==> src/rtl/alu_result_stage.sv <==
// EX/MEM boundary register behind the 16-bit ALU. Captures the ALU result
// and instruction controls, holds the architectural Z/N flags, resolves
// conditional branches, squashes wrong-path slots after a taken branch and
// keeps a saturating count of retired instructions.
module alu_result_stage #(
  parameter int WIDTH      = 16,
  parameter int REG_ADDR_W = 3,
  parameter int KILL_SLOTS = 1
) (
  input  logic                  EN,
  input  logic                  rst_n,
  input  logic                  ex_valid,
  input  logic [WIDTH-1:0]      ex_result,
  input  logic                  ex_zero,
  input  logic                  ex_negative,
  input  logic [REG_ADDR_W-1:0] ex_rd,
  input  logic                  ex_reg_write,
  input  logic                  ex_mem_read,
  input  logic                  ex_mem_write,
  input  logic [WIDTH-1:0]      ex_store_data,
  input  logic                  ex_set_flags,
  input  logic                  ex_branch,
  input  logic [1:0]            ex_branch_cond,
  input  logic [WIDTH-1:0]      ex_branch_target,
  input  logic                  stall,
  input  logic                  flush,
  output logic                  mem_valid,
  output logic                  mem_reg_write,
  output logic                  mem_mem_read,
  output logic                  mem_mem_write,
  output logic [WIDTH-1:0]      mem_result,
  output logic [WIDTH-1:0]      mem_store_data,
  output logic [REG_ADDR_W-1:0] mem_rd,
  output logic                  flag_z,
  output logic                  flag_n,
  output logic                  branch_taken,
  output logic [WIDTH-1:0]      branch_target,
  output logic [15:0]           retired_count
);

  localparam logic [1:0] KILL_INIT = 2'(KILL_SLOTS);

  logic                  r_valid;
  logic                  r_reg_write;
  logic                  r_mem_read;
  logic                  r_mem_write;
  logic [WIDTH-1:0]      r_result;
  logic [WIDTH-1:0]      r_store_data;
  logic [REG_ADDR_W-1:0] r_rd;
  logic                  r_flag_z;
  logic                  r_flag_n;
  logic                  r_branch_taken;
  logic [WIDTH-1:0]      r_branch_target;
  logic [15:0]           r_retired;
  logic [1:0]            r_kill_cnt;

  logic w_cond;
  logic w_accept;
  logic w_taken;

  // Branch condition from the incoming ALU flags, plus accept/taken qualifiers
  always_comb begin
    w_cond = 1'b0;
    unique case (ex_branch_cond)
      2'b00:   w_cond = ex_zero;
      2'b01:   w_cond = !ex_zero;
      2'b10:   w_cond = ex_negative;
      2'b11:   w_cond = !ex_zero && !ex_negative;
      default: w_cond = 1'b0;
    endcase
    w_accept = ex_valid && (r_kill_cnt == 2'd0);
    w_taken  = w_accept && ex_branch && w_cond;
  end

  // Stage register: reset > flush > stall > load
  always_ff @(posedge EN or negedge rst_n) begin
    if (!rst_n) begin
      r_valid         <= 1'b0;
      r_reg_write     <= 1'b0;
      r_mem_read      <= 1'b0;
      r_mem_write     <= 1'b0;
      r_result        <= '0;
      r_store_data    <= '0;
      r_rd            <= '0;
      r_flag_z        <= 1'b0;
      r_flag_n        <= 1'b0;
      r_branch_taken  <= 1'b0;
      r_branch_target <= '0;
      r_retired       <= '0;
      r_kill_cnt      <= 2'd0;
    end else if (flush) begin
      r_valid        <= 1'b0;
      r_reg_write    <= 1'b0;
      r_mem_read     <= 1'b0;
      r_mem_write    <= 1'b0;
      r_branch_taken <= 1'b0;
      r_kill_cnt     <= 2'd0;
    end else if (stall) begin
      // Drop the pulse so a taken branch is reported exactly once
      r_branch_taken <= 1'b0;
    end else begin
      r_result     <= ex_result;
      r_store_data <= ex_store_data;
      r_rd         <= ex_rd;
      r_valid      <= w_accept;
      r_reg_write  <= ex_reg_write && w_accept;
      r_mem_read   <= ex_mem_read && w_accept;
      r_mem_write  <= ex_mem_write && w_accept;
      if (w_accept && ex_set_flags) begin
        r_flag_z <= ex_zero;
        r_flag_n <= ex_negative;
      end
      r_branch_taken <= w_taken;
      if (w_taken) begin
        r_branch_target <= ex_branch_target;
      end
      if (w_taken) begin
        r_kill_cnt <= KILL_INIT;
      end else if (r_kill_cnt != 2'd0) begin
        r_kill_cnt <= r_kill_cnt - 2'd1;
      end else begin
        r_kill_cnt <= 2'd0;
      end
      if (w_accept && (r_retired != '1)) begin
        r_retired <= r_retired + 16'd1;
      end
    end
  end

  // Registered state drives the outputs directly
  always_comb begin
    mem_valid      = r_valid;
    mem_reg_write  = r_reg_write;
    mem_mem_read   = r_mem_read;
    mem_mem_write  = r_mem_write;
    mem_result     = r_result;
    mem_store_data = r_store_data;
    mem_rd         = r_rd;
    flag_z         = r_flag_z;
    flag_n         = r_flag_n;
    branch_taken   = r_branch_taken;
    branch_target  = r_branch_target;
    retired_count  = r_retired;
  end

endmodule

==> config.mk <==
export PLATFORM = sky130hd
export DESIGN_NAME = alu_result_stage
export DESIGN_NICKNAME = d
export VERILOG_FILES = /design/src/rtl/alu_result_stage.sv
export SDC_FILE = /design/constraint.sdc
export NUM_CORES = 1
export LEC_CHECK = 0
export ABC_AREA = 1
export CORE_MARGIN = 5
export CORE_UTILIZATION = 43
export CTS_BUF_LIST = sky130_fd_sc_hd__clkbuf_4 sky130_fd_sc_hd__clkbuf_8 sky130_fd_sc_hd__clkbuf_16
export CTS_CLUSTER_SIZE = 8
export DETAILED_ROUTE_END_ITERATION = 7
export PLACE_DENSITY = 0.9
export SYNTH_ARGS = -nofsm -noshare
export SYNTH_HDL_FRONTEND = slang
export SYNTH_SLANG_ARGS = --single-unit
==> constraint.sdc <==
create_clock -name EN -period 2.2 [get_ports EN]
set_input_delay 0.22 -clock EN [delete_from_list [all_inputs] [get_ports EN]]
set_output_delay 0.22 -clock EN [all_outputs]
set_load 0.02 [all_outputs]
# After elaboration in Yosys (flattened, before gate mapping)
# Index checks and enable logic that the tools add are counted.
# word_totals
regBits,76
latchBits,0
mem_bits_rw,0
mem_bits_ro,0
inputBits,65
out_inout_bits,74
word_cells,55
memories,0
# op_classes
addsub,2
mul,0
n_div,0
magnitude_cmp,0
eq_ne,5
shift,0
n_mux,15
bitwise,2
n_reduce_logical,18
# op_table
op,count
16-bit by 1-bit adder with 16-bit output (second input constant),1
16-bit != test (second input constant),1
1-bit 2-to-1 mux,10
1-bit logical AND,9
3-bit AND reduction,3
2-bit 2-to-1 mux,4
2-bit == test (second input constant),2
2-bit zero test,2
1-bit one-hot mux with 4 select lines,1
2-bit by 1-bit == test with 1-bit output (second input constant),1
1-bit zero test,2
2-bit by 1-bit != test with 1-bit output (second input constant),1
1-bit inverter,2
2-bit AND reduction,1
2-bit nonzero test,1
2-bit by 1-bit subtractor with 2-bit output (second input constant),1

# Logic depth before layout (Yosys ltp)
# logic_depth
word_depth,7
ltp_mapped,9
mapped_depth_nobuf,8

# Worst setup path after synthesis
# No wires, ideal clock.
# synth_path
path_kind,flip-flop to flip-flop
startpoint,"register r_retired[0], in the netlist retired_count[0]"
endpoint,"register r_retired[2], in the netlist retired_count[2]"
setup_ps,65
arrival_ps,1553
required_ps,2135
slack_ps,582
path_stages_with_launch,10
path_buffers,1
synth_period_minus_slack_ps,1618
cell_sequence,dfrtp_1 ha_1 nand3_2 clkinv_2 nand3_4 nor2_2 nor2_2 buf_2 nand2_1 nand2_1
# synth_between
elab_chain_cells,3
elab_cells_between_ends,4
cone_classes,1 x add/sub; 1 x eq/ne; 2 x reduce/logical
# synth_lines
element,line,rtl
from (decl),54,logic [15:0] r_retired;
from (signal assigned),125,r_retired <= r_retired + 16'd1;
branches (longest 3 deep; another with 16-bit by 1-bit adder with 16-bit output),--,
# Parallel ways; which one is timed is not known.
# A chain may end at the register's enable or synchronous reset.

# Worst setup path after layout
# layout_path
startpoint,"register r_retired[2], in the netlist retired_count[2]"
endpoint,output retired_count[2]
# layout_lines
element,line,rtl
to (decl),38,output logic [15:0] retired_count
# No word-level cell between the ends.

==> impl_metrics.yaml <==
outcome:
  status: "completed"
flow_run:
  cap_violations: 0
floorplan:
  die-width_um: 98.4
  rows: 32
  die_area_um2: 9690
  initial_core_util_pct: 43.7
  ios: 139
  design.core.area_um2: 7690
  die_y_um: 98.4
critical_path:
  r2r_setup_slack_ps: 520
  critPathCaptureType: "output pin"
  crit_slowest_cell: "clkdlybuf4s50_1"
  regToRegEndpoint: "retired_count[1]$_DFFE_PN0P_"
  startpoint_type: "register"
  cp_top_family: "buffers and inverters"
  cp_cell_sequence: "clkdlybuf4s50_1"
  critical_path_depth: 1
  critPathMaxStageDelay_ps: 660
  cp.arrival_ps: 1480
  critPathBufInv: 1
  r2r_start: "retired_count[0]$_DFFE_PN0P_"
  reg2reg_depth: 7
  cp-endpoint: "retired_count[2]"
  crit_type: "reg2out"
  required_ps: 1980
  path_max_fanout: 7
  crit_start: "retired_count[2]$_DFFE_PN0P_"
final_layout:
  layout.nets: 616
  syn_to_final_growth_pct: 50.1
  drive_above_1_share_pct: 6.50
  postLayoutCoreUtil_pct: 65.7
  antenna_cells: 0
yosys:
  synth_nets: 474
  synth_edf_count: 0
  synthArstFlopShare_pct: 100
  ys.flop_type: "dfrtp_1"
  synth_top_cell_area_share_pct: 56.6
  synth_area_leaders: "dfrtp_1, nand2_1, nand3_1"
  synthDistinctLibCells: 27
  synth_area_leader_cell: "dfrtp_1"
  synth_cells: 408
  ys_warn_count: 0
  yosysSeqAreaShare_pct: 56.6
  synth_most_common_cell: "nand2_1"
  avgSynthCellArea_um2: 8.24
  synth_seq_cells: 76
  synth_area_um2: 3360
  ys_top_cells_by_count: "nand2_1, dfrtp_1, nand3_1"
clock_network:
  cts.clk_slew.worst_paths_ps: 70
  ctsResizeCount: 0
  cts_root_buf: "clkbuf_8"
  htreeDepth: 3
  cts_buffers: 9
  cts_sinks: 76
  ctsHoldBuffers: 0
  clockBufferDepth: 2
  cts_setup_buffers: 0
  cts_tree: "done"
  insertion_delay_ps: 340
drt:
  avgRoutedWirePerCell_um: 13.7
  ant_nets: 0
  wl_met1_mm: 3.77
  wl_mm: 9.02
  routed-via-count: 3196
  dr.pass1.iters: 4
  wl_met2_mm: 4.38
  highest_layer: "met4"
  vias_per_cell: 4.87
  dr_wl_met3_um: 746
  drc: 0
  detail_route.iter0.violations: 126
timing:
  worstMarginPinSlew_ps: 944
  rsz0062_at_grt: "false"
  fin_crit_ps: 1700
  post-route-period-util_pct: 77.1
  finalSetupViolCount: 0
  finalSetupTns_ps: 0
  fin_skew_ps: 9.89
  slew_headroom_pct: 37.1
  whs_ps: 11.0
  maxSlewViolCount: 0
  hold_violations: 0
  fmax_mhz: 590
global_routing:
  grt_max_degree: 77
  antenna_found_initial: 0
  grt_util_all_layers_pct: 19.2
  grt_pass1_wl_mm: 15.2
  grt_pass1_vias: 3240
  gr-total-overflow: 0
place:
  place.gp.congestion: 0.864
  port_buffers: 138
  dp_hpwl_mm: 6.63
power:
  leakage_nw: 2.45
  fin_total_pwr_mw: 3.95
  power_density_nw_per_um2: 783
  ir_drop_mv: 0.498
min_path:
  hold_path_class: "in2async"
-- report_power, final --
group          internal (mW)  switching (mW)
Combinational          0.527           0.554
Sequential              1.59           0.145
Clock                  0.634           0.505
-- worst min path at each step --
stage | depth (start not counted) | slack (ps) | end | start
6_report | 1 | 10 | mem_store_data[9]$_DFFE_PN0P_ | rst_n
5_1_grt | 1 | 120 | mem_store_data[9]$_DFFE_PN0P_ | rst_n
4_1_cts | 1 | 50 | mem_result[5]$_DFFE_PN0P_ | rst_n
3_5_place_dp | 1 | 420 | mem_store_data[9]$_DFFE_PN0P_ | rst_n
3_3_place_gp | 1 | 420 | mem_store_data[13]$_DFFE_PN0P_ | rst_n
2_1_floorplan | 0 | -80 | branch_taken$_DFF_PN0_ | rst_n
-- through the flow --
step	cell area (um2)	setup slack, ps	instances
6_report	5050	505	656
5_1_grt	5050	354	656
4_1_cts	5050	481	656
3_5_place_dp	4830	254	641
3_3_place_gp	4830	322	641
2_1_floorplan	3360	582	408
-- area by class of cell --
class,instances,area [um2]
Multi-Input combinational cell,302,1320
Inverter,18,68.8
Fill cell,593,2640
Timing Repair Buffer,143,1420
Clock buffer,9,124
Tap cell,102,128
Sequential cell,76,1900
Clock inverter,6,88.8
-- kinds of logic after synthesis --
| family | Yosys count | synth area share, % |
|---|---|---|
| xor+xnor | 7 | 1.82 |
| fa+ha+maj | 1 | 0.372 |
| buf+inv | 30 | 4.24 |
| compound gates | 8 | 1.79 |
| flops | 76 | 56.6 |
| simple gates | 286 | 35.2 |
-- layer usage --
| metal | vias up | global-route usage [%] |
|---|---|---|
| met3 | 13 | 5.31 |
| li1 | 1551 | - |
| met2 | 143 | 31.3 |
| met4 | 0 | 7.46 |
| met1 | 1489 | 24.3 |
| met5 | - | 0 |
-- flip-flops by register name, summed over array words and instances (netlist names), 2 cells and up --
register and cells:
mem_rd 3, r_kill_cnt 2, mem_result 16, branch_target 16, retired_count 16, mem_store_data 16
-- cells in the final DEF (no fill, tap or decap), types with 2 or more instances in the layout --
cell type / count
nor2_4: 2
xnor2_1: 4
inv_1: 15
xor2_1: 3
buf_4: 6
nor2_1: 16
bufinv_16: 2
nand2_1: 222
nand4_1: 7
nor2_2: 4
clkinv_2: 2
dfrtp_1: 76
clkdlybuf4s50_1: 137
clkinvlp_4: 2
o21ai_0: 4
nand3_1: 30
nand2_2: 2
clkbuf_8: 9
No activity file was read; power rests on OpenSTA's default activity.
